`src/rtl/rf_pkg.sv`:
```
// Shared types and defaults for the scoreboarded integer register file.
package rf_pkg;

    localparam int XLEN_DEF  = 32;
    localparam int NREGS_DEF = 32;
    localparam int X0_ADDR   = 0;

    typedef enum logic [0:0] {
        INIT = 1'b0,
        RUN  = 1'b1
    } rf_state_t;

endpackage

```
`src/rtl/rf_scoreboard.sv`:
```
// Per-register pending-producer bits: set on issue, cleared on writeback, set wins.
module rf_scoreboard
    import rf_pkg::*;
#(
    parameter  int NREGS  = NREGS_DEF,
    parameter  int BYPASS = 1,
    localparam int AW     = $clog2(NREGS)
) (
    input  logic          clk_i,
    input  logic          rst_ni,
    input  logic          run_i,
    input  logic          reg_write_i,
    input  logic [AW-1:0] rd_i,
    input  logic          busy_set_i,
    input  logic [AW-1:0] busy_rd_i,
    input  logic [AW-1:0] rs1_i,
    input  logic [AW-1:0] rs2_i,
    output logic          busy1_o,
    output logic          busy2_o
);

    localparam logic BYP = (BYPASS != 0);

    logic [NREGS-1:0] busy_q;
    logic [NREGS-1:0] busy_d;
    logic             wr_s;
    logic             set_s;
    logic             byp1_s;
    logic             byp2_s;

    assign wr_s  = run_i && reg_write_i && (rd_i != AW'(X0_ADDR));
    assign set_s = run_i && busy_set_i && (busy_rd_i != AW'(X0_ADDR));

    // Next busy vector; a new issue overrides a same-cycle writeback.
    always_comb begin
        busy_d = busy_q;
        for (int i = 0; i < NREGS; i++) begin
            busy_d[i] = (set_s && (busy_rd_i == AW'(i))) ? 1'b1 :
                        (wr_s  && (rd_i      == AW'(i))) ? 1'b0 : busy_q[i];
        end
        busy_d[0] = 1'b0;
    end

    // Busy vector register.
    always_ff @(posedge clk_i) begin
        if (!rst_ni) begin
            busy_q <= '0;
        end else begin
            busy_q <= busy_d;
        end
    end

    // A forwarded writeback hides the stale busy bit unless a new producer is issuing.
    always_comb begin
        byp1_s  = BYP && wr_s && (rd_i == rs1_i) && !(set_s && (busy_rd_i == rs1_i));
        byp2_s  = BYP && wr_s && (rd_i == rs2_i) && !(set_s && (busy_rd_i == rs2_i));
        busy1_o = run_i && busy_q[rs1_i] && !byp1_s;
        busy2_o = run_i && busy_q[rs2_i] && !byp2_s;
    end

endmodule

```
`src/rtl/reg_file_sb.sv`:
```
// Two-read/one-write register file with x0 hardwired, post-reset clear sweep,
// optional write-to-read bypass and a busy scoreboard.
module reg_file_sb
    import rf_pkg::*;
#(
    parameter  int XLEN   = XLEN_DEF,
    parameter  int NREGS  = NREGS_DEF,
    parameter  int BYPASS = 1,
    localparam int AW     = $clog2(NREGS)
) (
    input  logic            clk,
    input  logic            reset,
    output logic            ready,
    input  logic            reg_write,
    input  logic [AW-1:0]   rd,
    input  logic [XLEN-1:0] write_data,
    input  logic [AW-1:0]   rs1,
    input  logic [AW-1:0]   rs2,
    output logic [XLEN-1:0] out1,
    output logic [XLEN-1:0] out2,
    input  logic            busy_set,
    input  logic [AW-1:0]   busy_rd,
    output logic            busy1,
    output logic            busy2
);

    localparam logic       BYP      = (BYPASS != 0);
    localparam logic [AW:0] CNT_LAST = (AW+1)'(NREGS - 1);
    localparam logic [AW:0] CNT_ONE  = {{AW{1'b0}}, 1'b1};

    rf_state_t       state_q;
    rf_state_t       state_d;
    logic [AW:0]     cnt_q;
    logic [AW:0]     cnt_d;
    logic            ready_q;
    logic            ready_d;
    logic            run_s;
    logic            mem_we_s;
    logic [AW-1:0]   mem_addr_s;
    logic [XLEN-1:0] mem_wdata_s;
    logic [XLEN-1:0] regs_q [0:NREGS-1];

    assign run_s = (state_q == RUN);
    assign ready = ready_q;

    // Sweep FSM next state and storage write port selection.
    always_comb begin
        state_d     = state_q;
        cnt_d       = cnt_q;
        ready_d     = ready_q;
        mem_we_s    = 1'b0;
        mem_addr_s  = rd;
        mem_wdata_s = write_data;
        case (state_q)
            INIT: begin
                mem_we_s    = 1'b1;
                mem_addr_s  = cnt_q[AW-1:0];
                mem_wdata_s = {XLEN{1'b0}};
                cnt_d       = cnt_q + CNT_ONE;
                if (cnt_q == CNT_LAST) begin
                    state_d = RUN;
                    ready_d = 1'b1;
                end else begin
                    state_d = INIT;
                    ready_d = 1'b0;
                end
            end
            RUN: begin
                mem_we_s = reg_write && (rd != AW'(X0_ADDR));
            end
            default: begin
                state_d = INIT;
                cnt_d   = '0;
                ready_d = 1'b0;
            end
        endcase
    end

    // FSM state, sweep counter and ready flag.
    always_ff @(posedge clk) begin
        if (!reset) begin
            state_q <= INIT;
            cnt_q   <= '0;
            ready_q <= 1'b0;
        end else begin
            state_q <= state_d;
            cnt_q   <= cnt_d;
            ready_q <= ready_d;
        end
    end

    // Register storage; contents survive the reset edge and are cleared by the sweep.
    always_ff @(posedge clk) begin
        if (reset && mem_we_s) begin
            regs_q[mem_addr_s] <= mem_wdata_s;
        end
    end

    // Read muxes: zero until the sweep finishes and for x0, forwarding when enabled.
    always_comb begin
        out1 = {XLEN{1'b0}};
        out2 = {XLEN{1'b0}};
        if (run_s && (rs1 != AW'(X0_ADDR))) begin
            if (BYP && reg_write && (rd == rs1)) begin
                out1 = write_data;
            end else begin
                out1 = regs_q[rs1];
            end
        end else begin
            out1 = {XLEN{1'b0}};
        end
        if (run_s && (rs2 != AW'(X0_ADDR))) begin
            if (BYP && reg_write && (rd == rs2)) begin
                out2 = write_data;
            end else begin
                out2 = regs_q[rs2];
            end
        end else begin
            out2 = {XLEN{1'b0}};
        end
    end

    rf_scoreboard #(
        .NREGS  (NREGS),
        .BYPASS (BYPASS)
    ) u_scoreboard (
        .clk_i       (clk),
        .rst_ni      (reset),
        .run_i       (run_s),
        .reg_write_i (reg_write),
        .rd_i        (rd),
        .busy_set_i  (busy_set),
        .busy_rd_i   (busy_rd),
        .rs1_i       (rs1),
        .rs2_i       (rs2),
        .busy1_o     (busy1),
        .busy2_o     (busy2)
    );

endmodule

```
`config.mk`:
```
export PLATFORM = sky130hd
export DESIGN_NAME = reg_file_sb
export DESIGN_NICKNAME = d
export VERILOG_FILES = /design/src/rtl/rf_pkg.sv /design/src/rtl/rf_scoreboard.sv /design/src/rtl/reg_file_sb.sv
export SDC_FILE = /design/constraint.sdc
export NUM_CORES = 1
export LEC_CHECK = 0
export CORE_MARGIN = 4
export CORE_UTILIZATION = 44
export DETAILED_ROUTE_END_ITERATION = 8
export PLACE_DENSITY = 0.7
export SLEW_MARGIN = 30
export SYNTH_ARGS = -nofsm -noshare
export SYNTH_HDL_FRONTEND = slang
export SYNTH_SLANG_ARGS = --single-unit
```
`constraint.sdc`:
```
create_clock -name clk -period 3.7 [get_ports clk]
set_input_delay 0.74 -clock clk [delete_from_list [all_inputs] [get_ports clk]]
set_output_delay 0.74 -clock clk [all_outputs]
set_load 0.03 [all_outputs]
```
==> summary.md <==
| Metric | Value |
|---|---|
| Type of the worst min-delay path | flip-flop to flip-flop |
| FF-to-FF End | regs_q[29][18] |
| Nets@finish | 3390 |
| Min-Delay Path Depth | 1 |
| Most instantiated cells after synthesis | edfxtp_1 (1024), mux4_2 (368), mux2i_1 (327) |
| Final Util | between 50% and 60% |
| R2R Setup Slk | 1100 ps |
| Via density per instance | 6.711 |
| Largest cells by area after synthesis | edfxtp_1 (60%), mux4_2 (16%), mux2i_1 (6.4%), a221oi_1 (2.7%), dfxtp_1 (1.5%) |
| Count of pins over their slew limit | 0 |
| CTS H-Tree Depth | 3 |
| Core ar. | roughly 0.11 mm^2 |
| Yosys warning count | 0 |
| NetSw | approximately 5.7 mW |
| Final HPWL DP | ~100 mm |
| Fraction of layout cells with a size suffix above 1 | 30.59% |
| Final hold vios | 0 |
| Total internal power | slightly above 20 mW |
| Drt drc | 0 |
| PortBufs | approximately 120 |
| Area Overhead vs Synth | 19.86% |
| Reg2reg start | cnt_q[3] |
| Synth top area share | approximately 60% |
| Total gr overflow | 0 |
| Static Leak | 19.74 nW |
| Period utilization | a little over nine tenths |
| Yosys top cell by area | edfxtp_1 |
| Final Wtd Congestion | approximately 0.87 |
| Fraction of registers with async set/reset | 0% |
| Setup crit end kind | output port |
| Data required time at the worst endpoint | ~3000 ps |
| Clock slew at reported path FFs | about 60 ps |
| Syn nets | 3058 |
| 1st-pass router iterations | 6 |
| Die W | approximately 350 um |
| Pre-CTS setup slack | -91.34 ps |
| Syn Inst Count | approximately 3000 |
| Tmin final | 3656 ps |
| Root buffer cell | clkbuf_16 |
| Hold_buf cts | 0 |
| Seq pwr share | between 50 and 60% |
| Die height | 348.7 um |
| 1st-iter DRT viols | 4395 |
| Switching share of power | between 20% and 30% |
| WP data arrival | 2920 ps |
| Mapped cell area | just over 0.05 mm^2 |
| Status | complete, no violations |
| Final total power | approximately 26 mW |
| Post-synth cell types | 57 |
| Final setup violation count | 0 |
| CTS Buf Count | roughly 110 |
| Max_cap viols | 0 |
| Die area | between 0.1 and 0.15 mm^2 |
| Count leader, synth | edfxtp_1 |
| Clk Latency, worst-skew pair | between 600 and 700 ps |
| Clk pwr share | between 40% and 50% |
| Vias | about 33000 |
| Top cell by count, worst path | buf_4 |
| Clock Skew | 29.92 ps |
| Initial antenna violation count | 8 |
| Largest net degree at the start of global routing | between 40 and 50 |
| Comb pwr share | about 7.7% |
| CP max stage cell | a221oi_1 |
| Synth Register Bits | 1063 |
| Post-synth EDFFs | 1024 |
| Vias in the first global route | 33070 |
| Initial Util | between 40% and 50% |
| Crit-path cells | buf_8 > buf_16 > buf_4 > mux2i_1 > a221oi_1 > a22oi_1 > buf_4 > a21oi_1 > a221o_1 > buf_4 |
| Post-synthesis sequential area ratio | around three fifths |
| CTS tree | done |
| Fill count | ~8900 |
| Mean post-synth cell area | 17.02 um^2 |
| Power density cells | about 420 mW/mm^2 |
| Peak VDD IR | approximately 0.45 mV |
| RSZ-0062 raised after global routing | yes |
| Post-route antenna net violation count | 0 |
| Critical path class | primary input to output port |
| Clk buf depth | 3 |
| Worst Hold End | ready |
| Slew HR | about a third |
| CTS sink cnt | about 1100 |
| Routed length per instance | about 32 um |
| Site Rows | ~120 |
| Worst hold start | ready |
| I/O pin cnt | around 120 |
| Peak Freq | between 200 and 300 MHz |
| Worst Reg-to-Reg Cells | 5 |
| Synth Flop Type | edfxtp_1 |
| Crit-path max cell delay | about 500 ps |
| Critical Path Fanout Max | 19 |
| Final WS setup | between 40 and 50 ps |
| GRT Util Overall | 25.55% |
| Startpoint types | primary input |
| Routed WL | roughly 160 mm |
| First-pass GRT wire length | approximately 230 mm |
| Slew @ Worst Pin | approximately 990 ps |
-- logic make-up (layout without fill, tap and decap cells) --
| logic type | count (synthesis) | in the layout | share of synthesized area (%) |
|---|---|---|---|
| AO/OA/AOI/OAI | 592 | 592 | 8.952 |
| XOR/XNOR | 24 | 24 | 0.4116 |
| other | 0 | 2 | 0 |
| multiplexers | 699 | 699 | 22.73 |
| adder cells (fa/ha/maj) | 1 | 1 | 0.02450 |
| buffers and inverters | 267 | 685 | 2.844 |
| flip-flops | 1063 | 1063 | 61.74 |
| AND/OR/NAND/NOR | 355 | 355 | 3.305 |
-- registers in the layout, indices dropped and copies added, names as in the netlist --
signal and cells:
run_s 1, ready 1, u_scoreboard.busy_q 31, regs_q 1024
cnt_q 6
-- power by group through the flow --
| stage | combinational, mW | sequential (mW) | clock [mW] |
|---|---|---|---|
| floorplan | 1.09 | 13.3 | 0 |
| global placement | 1.93 | 13.3 | 0 |
| CTS | 1.95 | 13.1 | 11.0 |
| global route | 2.07 | 13.1 | 11.5 |
| detailed placement | 1.94 | 13.3 | 0 |
| finish | 1.99 | 13.1 | 10.9 |
-- through the flow --
| step | area (um^2) | TNS, ps | hold slack (ps) | instances |
|---|---|---|---|---|
| floorplan | 51070 | 0 | 459.9 | 3001 |
| global route | 61210 | -7.808 | 495.2 | 4931 |
| detailed placement | 57420 | -275.6 | 459.5 | 4724 |
| CTS | 61000 | -4.899 | 479.1 | 4923 |
| global placement | 57400 | -349.0 | 449.2 | 4723 |
| finish | 61210 | 0 | 473.5 | 4933 |
-- critical path: cells and delay by family --
kind            cells  cell delay (ps)
compound gates      4             1050
buf+inv             5              980
mux                 1               80
-- cell usage in the layout, fill, tap and decap left out, types with 6 or more instances in the layout --
| cell | Yosys | final |
|---|---|---|
| xnor2_1 | 19 | 19 |
| a221oi_1 | 159 | 158 |
| nor2_1 | 74 | 41 |
| o21bai_1 | 64 | 64 |
| edfxtp_1 | 1024 | 1024 |
| a22oi_1 | 98 | 98 |
| mux4_2 | 368 | 368 |
| o21ai_0 | 64 | 64 |
| bufinv_16 | 0 | 12 |
| inv_1 | 9 | 8 |
| nand3_1 | 46 | 45 |
| clkbuf_16 | 0 | 114 |
| and2_1 | 38 | 14 |
| nor2_4 | 0 | 35 |
| dfxtp_1 | 39 | 38 |
| clkinv_1 | 0 | 19 |
| and2_2 | 0 | 24 |
| clkbuf_1 | 107 | 19 |
| a221o_1 | 63 | 63 |
| o311ai_0 | 30 | 29 |
| buf_4 | 32 | 267 |
| nor2b_1 | 41 | 36 |
| a21boi_0 | 27 | 27 |
| clkinv_2 | 0 | 27 |
| buf_12 | 0 | 144 |
| mux2i_1 | 327 | 326 |
| a21oi_1 | 64 | 62 |
| buf_16 | 0 | 6 |
| nand2_1 | 119 | 118 |
| clkdlybuf4s50_1 | 0 | 44 |
-- worst max-delay path by stage --
stage / depth (start not counted) / slack [ps] / end / from
final: 10 / 40 / out1[9] / rs1[0]
after global routing: 8 / -8 / busy1 / busy_rd[4]
after CTS: 10 / -5 / out2[30] / rs2[0]
after detailed placement: 10 / -90 / out2[30] / rs2[0]
after global placement: 10 / -160 / out2[30] / rs2[0]
after floorplan: 7 / 160 / regs_q[0][0] / rd[1]
-- routing by layer --
metal / vias up / routed length [um] / track usage (%)
met3: 440 / 17860 / 5.500
met2: 2276 / 73070 / 40.06
met4: 6 / 9015 / 12.52
met5: - / 45 / 0
li1: 13370 / - / -
met1: 17020 / 58440 / 34.17
-- final cells by class --
class / count / area (um^2) / area share (%)
Sequential cell: 1063 / 31530 / 51.52
Inverter: 10 / 38.79 / 0.06336
Clock buffer: 130 / 2849 / 4.654
Antenna cell: 2 / 5.005 / 0.008176
Timing Repair Buffer: 478 / 5764 / 9.417
Clock inverter: 67 / 644.4 / 1.053
Multi-Input combinational cell: 1671 / 18490 / 30.20
Tap cell: 1512 / 1892 / 3.091
-- repair_timing --
item                                    in CTS  in global routing
cloned                                       1                  3
endpoints found under the setup margin       7                 25
pin swaps                                    0                  2
endpoints found under the hold margin        0                  0
resized for setup                            9                 12
buffers inserted                             1                  4
Power figures use the tool's default switching activity.
